### src/rtl/mvm_seq_pkg.sv
// rtl/mvm_seq_pkg.sv - shared types and width helpers for the MVM stream sequencer
package mvm_seq_pkg;

  localparam int K_DEF       = 8;
  localparam int B_DEF       = 12;
  localparam int TIMEOUT_DEF = 256;

  typedef enum logic [3:0] {
    IDLE,
    FILL_M,
    LOAD_M,
    FILL_V,
    LOAD_V,
    WAIT_SPACE,
    START,
    WAIT_DONE,
    CAPTURE
  } state_t;

  // FIFO occupancy width: storage depth plus the registered output slot.
  function automatic int fifo_cnt_width(input int depth);
    return $clog2(depth + 2);
  endfunction

endpackage

### src/rtl/seq_fifo.sv
// rtl/seq_fifo.sv - synchronous FIFO with a registered output slot
module seq_fifo
  import mvm_seq_pkg::*;
#(
  parameter int W     = 8,
  parameter int DEPTH = 4
) (
  input  logic                              clk,
  input  logic                              reset,
  input  logic                              push,
  input  logic [W-1:0]                      wdata,
  input  logic                              pop,
  output logic [W-1:0]                      rdata,
  output logic                              full,
  output logic                              empty,
  output logic [fifo_cnt_width(DEPTH)-1:0]  count
);

  localparam int AW = (DEPTH > 1) ? $clog2(DEPTH) : 1;
  localparam int CW = fifo_cnt_width(DEPTH);

  logic [W-1:0]  mem [DEPTH];
  logic [AW-1:0] wr_ptr, rd_ptr;
  logic [CW-1:0] scount;
  logic          out_valid;
  logic [W-1:0]  out_data;
  logic          push_ok, pop_ok, load_out;

  assign full     = (scount == CW'(DEPTH));
  assign push_ok  = push & ~full;
  assign pop_ok   = pop & out_valid;
  // Refill the output slot whenever it is free or being consumed this cycle.
  assign load_out = (scount != '0) & (~out_valid | pop_ok);

  always_ff @(posedge clk) begin
    if (reset) begin
      wr_ptr    <= '0;
      rd_ptr    <= '0;
      scount    <= '0;
      out_valid <= 1'b0;
      out_data  <= '0;
    end else begin
      if (push_ok) begin
        mem[wr_ptr] <= wdata;
        wr_ptr      <= (wr_ptr == AW'(DEPTH - 1)) ? '0 : wr_ptr + 1'b1;
      end
      if (load_out) begin
        out_data  <= mem[rd_ptr];
        rd_ptr    <= (rd_ptr == AW'(DEPTH - 1)) ? '0 : rd_ptr + 1'b1;
        out_valid <= 1'b1;
      end else if (pop_ok) begin
        out_valid <= 1'b0;
      end
      scount <= scount + CW'(push_ok) - CW'(load_out);
    end
  end

  assign rdata = out_data;
  assign empty = ~out_valid;
  assign count = scount + CW'(out_valid);

endmodule

### src/rtl/mvm_stream_sequencer.sv
// rtl/mvm_stream_sequencer.sv - stream front end that feeds and drains a non-stallable MVM core
module mvm_stream_sequencer
  import mvm_seq_pkg::*;
#(
  parameter int K       = K_DEF,
  parameter int B       = B_DEF,
  parameter int TIMEOUT = TIMEOUT_DEF
) (
  input  logic           clk,
  input  logic           reset,
  input  logic           cmd_valid,
  output logic           cmd_ready,
  input  logic           cmd_new_matrix,
  input  logic           s_valid,
  output logic           s_ready,
  input  logic [B-1:0]   s_data,
  output logic           m_valid,
  input  logic           m_ready,
  output logic [2*B-1:0] m_data,
  output logic           m_last,
  output logic           core_load_matrix,
  output logic           core_load_vector,
  output logic           core_start,
  output logic [B-1:0]   core_data,
  input  logic           core_done,
  input  logic [2*B-1:0] core_result,
  output logic           busy,
  output logic           err_nomatrix,
  output logic           err_timeout
);

  localparam int NMAT = K * K;
  localparam int RW   = 2 * B;
  localparam int CW   = $clog2(NMAT + 1);
  localparam int TW   = $clog2(TIMEOUT + 1);
  localparam int IW   = fifo_cnt_width(NMAT);
  localparam int OW   = fifo_cnt_width(K);

  state_t        state, state_nx;
  logic [CW-1:0] cnt;
  logic [TW-1:0] timer;
  logic          mat_valid;
  logic          cnt_inc, set_mat, set_nomat, timeout_hit, cap_last;

  logic          ibuf_push, ibuf_pop, ibuf_full, ibuf_empty;
  logic [B-1:0]  ibuf_rdata;
  logic [IW-1:0] ibuf_count;
  logic          obuf_push, obuf_full, obuf_empty;
  logic [RW:0]   obuf_rdata;
  logic [OW-1:0] obuf_count;

  seq_fifo #(.W(B), .DEPTH(NMAT)) u_ibuf (
    .clk   (clk),
    .reset (reset),
    .push  (ibuf_push),
    .wdata (s_data),
    .pop   (ibuf_pop),
    .rdata (ibuf_rdata),
    .full  (ibuf_full),
    .empty (ibuf_empty),
    .count (ibuf_count)
  );

  seq_fifo #(.W(RW + 1), .DEPTH(K)) u_obuf (
    .clk   (clk),
    .reset (reset),
    .push  (obuf_push),
    .wdata ({cap_last, core_result}),
    .pop   (m_ready),
    .rdata (obuf_rdata),
    .full  (obuf_full),
    .empty (obuf_empty),
    .count (obuf_count)
  );

  always_ff @(posedge clk) begin
    if (reset) state <= IDLE;
    else       state <= state_nx;
  end

  always_comb begin
    state_nx         = state;
    cmd_ready        = 1'b0;
    s_ready          = 1'b0;
    ibuf_push        = 1'b0;
    ibuf_pop         = 1'b0;
    obuf_push        = 1'b0;
    cap_last         = 1'b0;
    core_load_matrix = 1'b0;
    core_load_vector = 1'b0;
    core_start       = 1'b0;
    core_data        = '0;
    cnt_inc          = 1'b0;
    set_mat          = 1'b0;
    set_nomat        = 1'b0;
    timeout_hit      = 1'b0;
    case (state)
      IDLE: begin
        cmd_ready = ~reset;
        if (cmd_valid) begin
          set_nomat = ~cmd_new_matrix & ~mat_valid;
          state_nx  = (cmd_new_matrix | ~mat_valid) ? FILL_M : FILL_V;
        end
      end
      // ibuf is empty on entry to either fill state, so its count is the word count.
      FILL_M: begin
        s_ready   = ~ibuf_full;
        ibuf_push = s_valid & ~ibuf_full;
        if (ibuf_push && ibuf_count == IW'(NMAT - 1)) state_nx = LOAD_M;
      end
      LOAD_M: begin
        cnt_inc = 1'b1;
        if (cnt == '0) begin
          core_load_matrix = 1'b1;
        end else begin
          ibuf_pop  = ~ibuf_empty;
          core_data = ibuf_rdata;
        end
        if (cnt == CW'(NMAT)) begin
          set_mat  = 1'b1;
          state_nx = FILL_V;
        end
      end
      FILL_V: begin
        s_ready   = ~ibuf_full;
        ibuf_push = s_valid & ~ibuf_full;
        if (ibuf_push && ibuf_count == IW'(K - 1)) state_nx = LOAD_V;
      end
      LOAD_V: begin
        cnt_inc = 1'b1;
        if (cnt == '0) begin
          core_load_vector = 1'b1;
        end else begin
          ibuf_pop  = ~ibuf_empty;
          core_data = ibuf_rdata;
        end
        if (cnt == CW'(K)) state_nx = WAIT_SPACE;
      end
      WAIT_SPACE: begin
        if (obuf_count == '0) state_nx = START;
      end
      START: begin
        core_start = 1'b1;
        state_nx   = WAIT_DONE;
      end
      WAIT_DONE: begin
        if (core_done) begin
          state_nx = CAPTURE;
        end else if (timer == TW'(TIMEOUT - 1)) begin
          timeout_hit = 1'b1;
          state_nx    = IDLE;
        end
      end
      CAPTURE: begin
        obuf_push = ~obuf_full;
        cnt_inc   = 1'b1;
        if (cnt == CW'(K - 1)) begin
          cap_last = 1'b1;
          state_nx = IDLE;
        end
      end
      default: state_nx = IDLE;
    endcase
  end

  always_ff @(posedge clk) begin
    if (reset || state != state_nx) cnt <= '0;
    else if (cnt_inc)               cnt <= cnt + 1'b1;
  end

  always_ff @(posedge clk) begin
    if (reset) begin
      mat_valid    <= 1'b0;
      err_nomatrix <= 1'b0;
      err_timeout  <= 1'b0;
      timer        <= '0;
    end else begin
      if (set_nomat)   err_nomatrix <= 1'b1;
      if (timeout_hit) err_timeout  <= 1'b1;
      if (set_mat)          mat_valid <= 1'b1;
      else if (timeout_hit) mat_valid <= 1'b0;
      if (state == START)
        timer <= '0;
      else if (state == WAIT_DONE && timer != TW'(TIMEOUT))
        timer <= timer + 1'b1;
    end
  end

  assign m_valid = ~obuf_empty;
  assign m_data  = obuf_rdata[RW-1:0];
  assign m_last  = obuf_rdata[RW];
  assign busy    = (state != IDLE);

endmodule

### config.mk
export PLATFORM = sky130hd
export DESIGN_NAME = mvm_stream_sequencer
export DESIGN_NICKNAME = d
export VERILOG_FILES = /design/src/rtl/mvm_seq_pkg.sv /design/src/rtl/seq_fifo.sv /design/src/rtl/mvm_stream_sequencer.sv
export SDC_FILE = /design/constraint.sdc
export NUM_CORES = 1
export LEC_CHECK = 0
export CAP_MARGIN = 20
export CORE_MARGIN = 8
export CORE_UTILIZATION = 40
export CTS_BUF_LIST = sky130_fd_sc_hd__clkbuf_2
export DETAILED_ROUTE_END_ITERATION = 8
export GPL_ROUTABILITY_DRIVEN = 1
export GPL_TIMING_DRIVEN = 0
export PLACE_DENSITY_LB_ADDON = 0.12
export SYNTH_ARGS = -nofsm -noshare
export SYNTH_HDL_FRONTEND = slang
export SYNTH_HIERARCHICAL = 1
export SYNTH_SLANG_ARGS = --single-unit
### constraint.sdc
create_clock -name clk -period 4.55 [get_ports clk]
set_input_delay 0.91 -clock clk [delete_from_list [all_inputs] [get_ports clk]]
set_output_delay 0.91 -clock clk [all_outputs]
set_load 0.02 [all_outputs]
; ---- Word-level counts from Yosys, hierarchy flattened
; Memory sizes are Yosys's and may differ from the RTL's. A register that Yosys moved wholly into a read port is not among the register bits.
; Cells that the tools add are included.
[totals]
wordCells = 134
mem_bits_rw = 968
out_inout_bits = 46
n_memories = 2
regBits = 54
input_bits = 43
[op_classes]
eq_ne = 22
n_reduce_logical = 17
n_bitwise = 18
muxes = 49
addsub = 12
[mem_list]
columns = memory, depth, word_bits, read_ports, rd_ports_with_merged_regs, write_ports, line_no
row1 = u_ibuf.mem, 64, 12, 1, 1, 1, seq_fifo.sv:22  ; logic [W-1:0] mem [DEPTH];
row2 = u_obuf.mem, 8, 25, 1, 1, 1, seq_fifo.sv:22
[ops]
columns = operator, count
row1 = $mux 4, 9
row2 = $pmux 4 s9, 1
row3 = $mux 1, 32
row4 = $mux 12, 2
row5 = $eq 4x3->1 const B, 4
row6 = $add 7x1->7, 2
row7 = $eq 7x3->1 const B, 2
row8 = $eq 7x7->1 const B, 2
row9 = $add 6x1->6 const B, 2
row10 = $eq 6x6->1 const B, 2
row11 = $mux 6, 2
row12 = $add 9x1->9 const B, 1
row13 = $eq 9x8->1 const B, 1
row14 = $ne 9x9->1 const B, 1
row15 = $add 4x1->4, 2
row16 = $and 1x1->1, 8
row17 = $eq 4x2->1 const B, 2
row18 = $eq 4x4->1 const B, 2
row19 = $logic_not 4->1, 2
row20 = $reduce_bool 4->1, 2
row21 = $add 7x1->7 const B, 1
row22 = $eq 7x4->1 const B, 1
row23 = $eq 7x6->1 const B, 1
row24 = $logic_not 7->1, 1
row25 = other kinds (16), 33

; ---- Depth between registers and ports, before layout
[depth]
ltp_word = 8
mapped_depth = 20
mapped_depth_nobuf = 19

; ---- Hierarchy
; Netlist, hierarchy kept.
[modules_own_cells]
columns = mod, n_inst, cells_each, area_each_um2
row1 = seq_fifo (u_ibuf), 1, 1554, 31189.9
row2 = seq_fifo (u_obuf), 1, 512, 9048.7
row3 = mvm_stream_sequencer, 1, 198, 1606.5

; ---- Least setup slack after synthesis
; OpenSTA, ideal clock, no wires.
[synth_path]
path_kind = reg2reg
from = register cnt[0]
to = register u_ibuf.scount[6]
path_stages_with_launch = 21
n_path_buf = 1
arrival_time_ns = 4.083
synth_period_minus_slack_ns = 4.153
required_time_ns = 4.480
setup_ns = 0.070
setup_slack_ns = 0.397
path_cell_list = dfxtp_1 > inv_1 > ha_1 > or4b_4 > nor3_1 > nor4_1 > nor2b_1 > nand2b_1 > o21ai_1 > clkinv_1 > clkbuf_1 > ha_1 > inv_1 > ha_1 > fa_1 > a21oi_1 > o21bai_1 > a21oi_1 > nor2_1 > or3_1 > a21oi_1
[synth_between]
elab_chain_cells = 7
[synth_rtl]
columns = element, line_no
row1 = "start, declared", mvm_stream_sequencer.sv:40  ; logic [CW-1:0] cnt;
row2 = "start signal, assigned", mvm_stream_sequencer.sv:168  ; else if (cnt_inc) cnt <= cnt + 1'b1;
row3 = $logic_not 7->1, "mvm_stream_sequencer.sv:113, mvm_stream_sequencer.sv:131"
row4 = $mux 1, "mvm_stream_sequencer.sv:113, mvm_stream_sequencer.sv:131"
row5 = $mux 1, -
row6 = via ibuf_pop, mvm_stream_sequencer.sv:45  ; logic ibuf_push, ibuf_pop, ibuf_full, ibuf_empty;
row7 = $and 1x1->1, seq_fifo.sv:31  ; assign pop_ok = pop & out_valid;
row8 = $or 1x1->1, seq_fifo.sv:33  ; assign load_out = (scount != '0) & (~out_valid | pop_ok);
row9 = $and 1x1->1, seq_fifo.sv:33
row10 = via u_ibuf.load_out, seq_fifo.sv:27  ; logic push_ok, pop_ok, load_out;
row11 = $sub 7x1->7, seq_fifo.sv:54  ; scount <= scount + CW'(push_ok) - CW'(load_out);
row12 = "end signal, assigned", seq_fifo.sv:54
row13 = "end, declared", seq_fifo.sv:24  ; logic [CW-1:0] scount;
; The timed path passes the listed nets, and every way through them passes these cells.
; A chain may end at the register's enable or synchronous reset.

; ---- Worst setup path after layout
[layout_path]
from = register u_ibuf.scount[2]
to = memory u_ibuf/mem[8][5] (netlist bit) (enable)
[layout_between]
elab_chain_cells = 8
[layout_rtl]
columns = element, line_no
row1 = $eq 7x7->1, seq_fifo.sv:29  ; assign full = (scount == CW'(DEPTH));
row2 = via ibuf_full, mvm_stream_sequencer.sv:45
row3 = $not 1->1, "mvm_stream_sequencer.sv:108, mvm_stream_sequencer.sv:126"
row4 = $and 1x1->1, "mvm_stream_sequencer.sv:108, mvm_stream_sequencer.sv:126"
row5 = $mux 1, -
row6 = via ibuf_push, mvm_stream_sequencer.sv:45
row7 = $and 1x1->1, seq_fifo.sv:30  ; assign push_ok = push & ~full;
row8 = $mux 1, seq_fifo.sv:43  ; if (push_ok) begin
row9 = $mux 1, seq_fifo.sv:36  ; if (reset) begin
row10 = $mux 1 (not written as such), seq_fifo.sv:44  ; mem[wr_ptr] <= wdata;
row11 = "end, declared", seq_fifo.sv:22
; The timed path passes the listed nets, and every way through them passes these cells.

==> out/metrics.cfg <==
[layout]
seqCellArea_sq_um = 30900
multiInputGateArea_sq_um = 10200
fin_area_sq_um = 48200
layout-drive-gt1-share_pct = 30.1
post-route-util_pct = 46.5
nets = 2839
nFillCells = 9102
syn2layout_area_growth_pct = 15.2

[status]
outcome = finished, violations left
violations = setup timing

[clock_network]
clkTransAtPathRegs_ns = 0.11
cts_sinks = 1059
cts_htree_levels = 5
clk_latency_ns = 1.52
cts_tree = done
cts_root_buf = clkbuf_2
cts-buffers-inserted = 293
cts_buffer_depth = 4

[logic_synthesis]
yosysWarnings = 6
syn_nets = 2344
synthTopCellsByArea = edfxtp_1 69%, mux4_2 9.8%, dfxtp_1 4.4%, mux2i_1 2.1%, nor2_1 1.7%
ys.flop_type = edfxtp_1
synth_edf_count = 968
ys_types = 75
synth_top_cell_by_area = edfxtp_1
synth-seq-area-share_pct = 73.8
synth_area_sq_um = 41800
avgSynthCellArea_sq_um = 18.5
ys_top_cells_by_count = 968 x edfxtp_1, 190 x nor2_1, 183 x mux4_2
synth_top_area_share_pct = 69.5
async_reset_ff_share_pct = 0
synth_cells = 2264
synth_seq_cells = 1059
synth_most_common_cell = edfxtp_1

[placed_design]
dp_hpwl_mm = 73.1
dp_slack_ns = -0.767
gp_congestion = 0.829
place_area_sq_um = 45400
portBuffers = 88

[sta]
fin_crit_ns = 4.56
finalHoldViolations = 0
final_max_slew_viol_count = 0
setup_ws_ns = -0.0130
clock_skew_ns = 0.144
slew_headroom_pct = 21.6
tightest_slew_ns = 1.16
holdWs_ns = 0.206
rsz0062_at_grt = yes
setup_viol = 3
min_period_over_period_pct = 100
fmax_mhz = 219

[drt]
wl_per_cell_um = 24.9
drt-initial-drc-count = 1955
drc = 0
drt_wl_total_mm = 108
routed_via_density = 5.41
drtPass1Iterations = 5
num_vias = 23379
ant_nets = 0

[setup_path]
rrSetupSlack_ns = -0.01
crit_fanout = 9
end_kind = flop
crit_type = flop to flop
critical_path_required_ns = 5.63
worstSetupStartpointType = flop
arrival_ns = 5.64

[floorplanning]
chipHeight_um = 339
row_count = 118
die_w_um = 339
coreArea_sq_um = 104000
start_util_pct = 40.4
die_area_sq_um = 115000
io_pins = 89

[power_and_ir_drop]
power_switching_uw = 7030
vdd_drop_max_mv = 0.244
cellLeakagePower_uw = 0.0160
intPower_uw = 15800
p_total_uw = 22800
swShare_pct = 30.8
seqPwrFrac_pct = 48.3
power_density_nw_per_um2 = 474
clkPwrFrac_pct = 27.6
pwr-share-comb_pct = 24.1

[grt]
track_usage_pct = 18.4
grt_overflow = 0
grt_max_degree = 48
antenna_found_initial = 4
grt_pass1_wl_mm = 158
grt_pass1_vias = 24297

[run]
drv_cap = 0

[worst_hold_path]
hp-class = primary input to flop

-- final timing paths --
path / startpoint / endpoint / cells after the start
hold reg to reg: err_timeout / err_timeout / 2
setup reg to reg: u_ibuf/scount[2] / u_ibuf/mem[8][5] / 13
hold / removal: core_result[19] / u_obuf/mem[4][19] / 1
setup / recovery: u_ibuf/scount[2] / u_ibuf/mem[8][5] / 13
-- per-layer routing --
| layer | share of wire [%] | track usage (%) | vias to the layer above |
|---|---|---|---|
| li1 | - | - | 10306 |
| met1 | 43 | 24.4 | 12085 |
| met2 | 49 | 29.9 | 791 |
| met3 | 5.9 | 3.83 | 197 |
| met4 | 2.5 | 6.58 | 0 |
| met5 | 0 | 0 | - |
-- cell usage in the layout (no fill, tap or decap), types with 15 or more instances in the layout --
cell	count
clkbuf_2	412
inv_1	28
nand3_1	15
clkdlybuf4s50_1	61
dfxtp_1	91
edfxtp_1	968
buf_6	46
nor2_1	162
o22ai_1	26
clkbuf_1	37
clkinv_1	39
nor2_2	21
mux2i_1	89
buf_12	18
a22oi_1	61
a21oi_1	74
buf_4	51
o21ai_0	19
nor3_1	37
buf_2	70
mux4_2	183
a211oi_1	46
xnor2_1	21
ha_1	35
dlygate4sd3_1	26
nand2_1	43
-- cell type report --
type	instances	area share [%]
buffer	132	1.65
antenna	10	0.0519
clock inverter	59	0.654
sequential	1059	64.1
clock buffer	412	4.28
inverter	30	0.244
timing repair buffer	201	4.29
tap	1380	3.58
multi-input combinational	1042	21.2
-- sequential cells by signal, indices dropped and copies added, names as in the netlist, 3 cells and up --
register and count:
u_ibuf/mem 768, u_obuf/wr_ptr 3, u_obuf/rd_ptr 3, u_obuf/mem 200
u_ibuf/rd_ptr 6, cnt 7, u_ibuf/scount 7, state 4
u_ibuf/wr_ptr 6, timer 9, u_obuf/scount 4, u_obuf/rdata 25
u_ibuf/rdata 12
-- metrics by stage --
step	TNS, ns	cells
after floorplan	0	2264
after global routing	-3.28	4321
final	-0.0356	4325
after CTS	-0.00983	4311
after global placement	-215.22	3732
after detailed placement	-3.67	3814
-- logic make-up after synthesis --
kind of cell	Yosys count	share of synthesized area [%]
compound gates	293	4.86
xor+xnor	34	0.712
fa+ha+maj	37	1.14
buf+inv	163	2.16
flops	1059	73.8
mux	294	12.9
simple gates	384	4.38
-- timing repair --
item | 4_1_cts | 5_1_grt
hold buffers | 26 | 0
gates resized for setup | 69 | 23
setup buffers | 0 | 2
endpoints found under the setup margin | 94 | 249
cloned | 1 | 0
pin swaps | 1 | 1
endpoints found under the hold margin | 455 | 0
-- power groups by stage --
stage	combinational (uW)	sequential, uW	clock (uW)
3_3_place_gp	5460	11300	0
3_5_place_dp	5530	11200	0
4_1_cts	5580	11000	6610
5_1_grt	5920	11100	7070
6_report	5520	11000	6300
2_1_floorplan	3550	11300	0
-- critical path, cell delays in order, from the launching register on --
cell and delay, ns:
dfxtp_1 0.45, inv_1 0.10, ha_1 0.22, nand4bb_1 0.18
nor2_1 0.13, nor4_2 0.27, and2_1 0.19, nor2b_2 0.25
buf_2 0.24, inv_1 0.12, nor3_1 0.37, nand2_1 0.63
nor2_1 0.71, buf_4 0.32
Note: power is estimated with default switching activity, not from simulation.
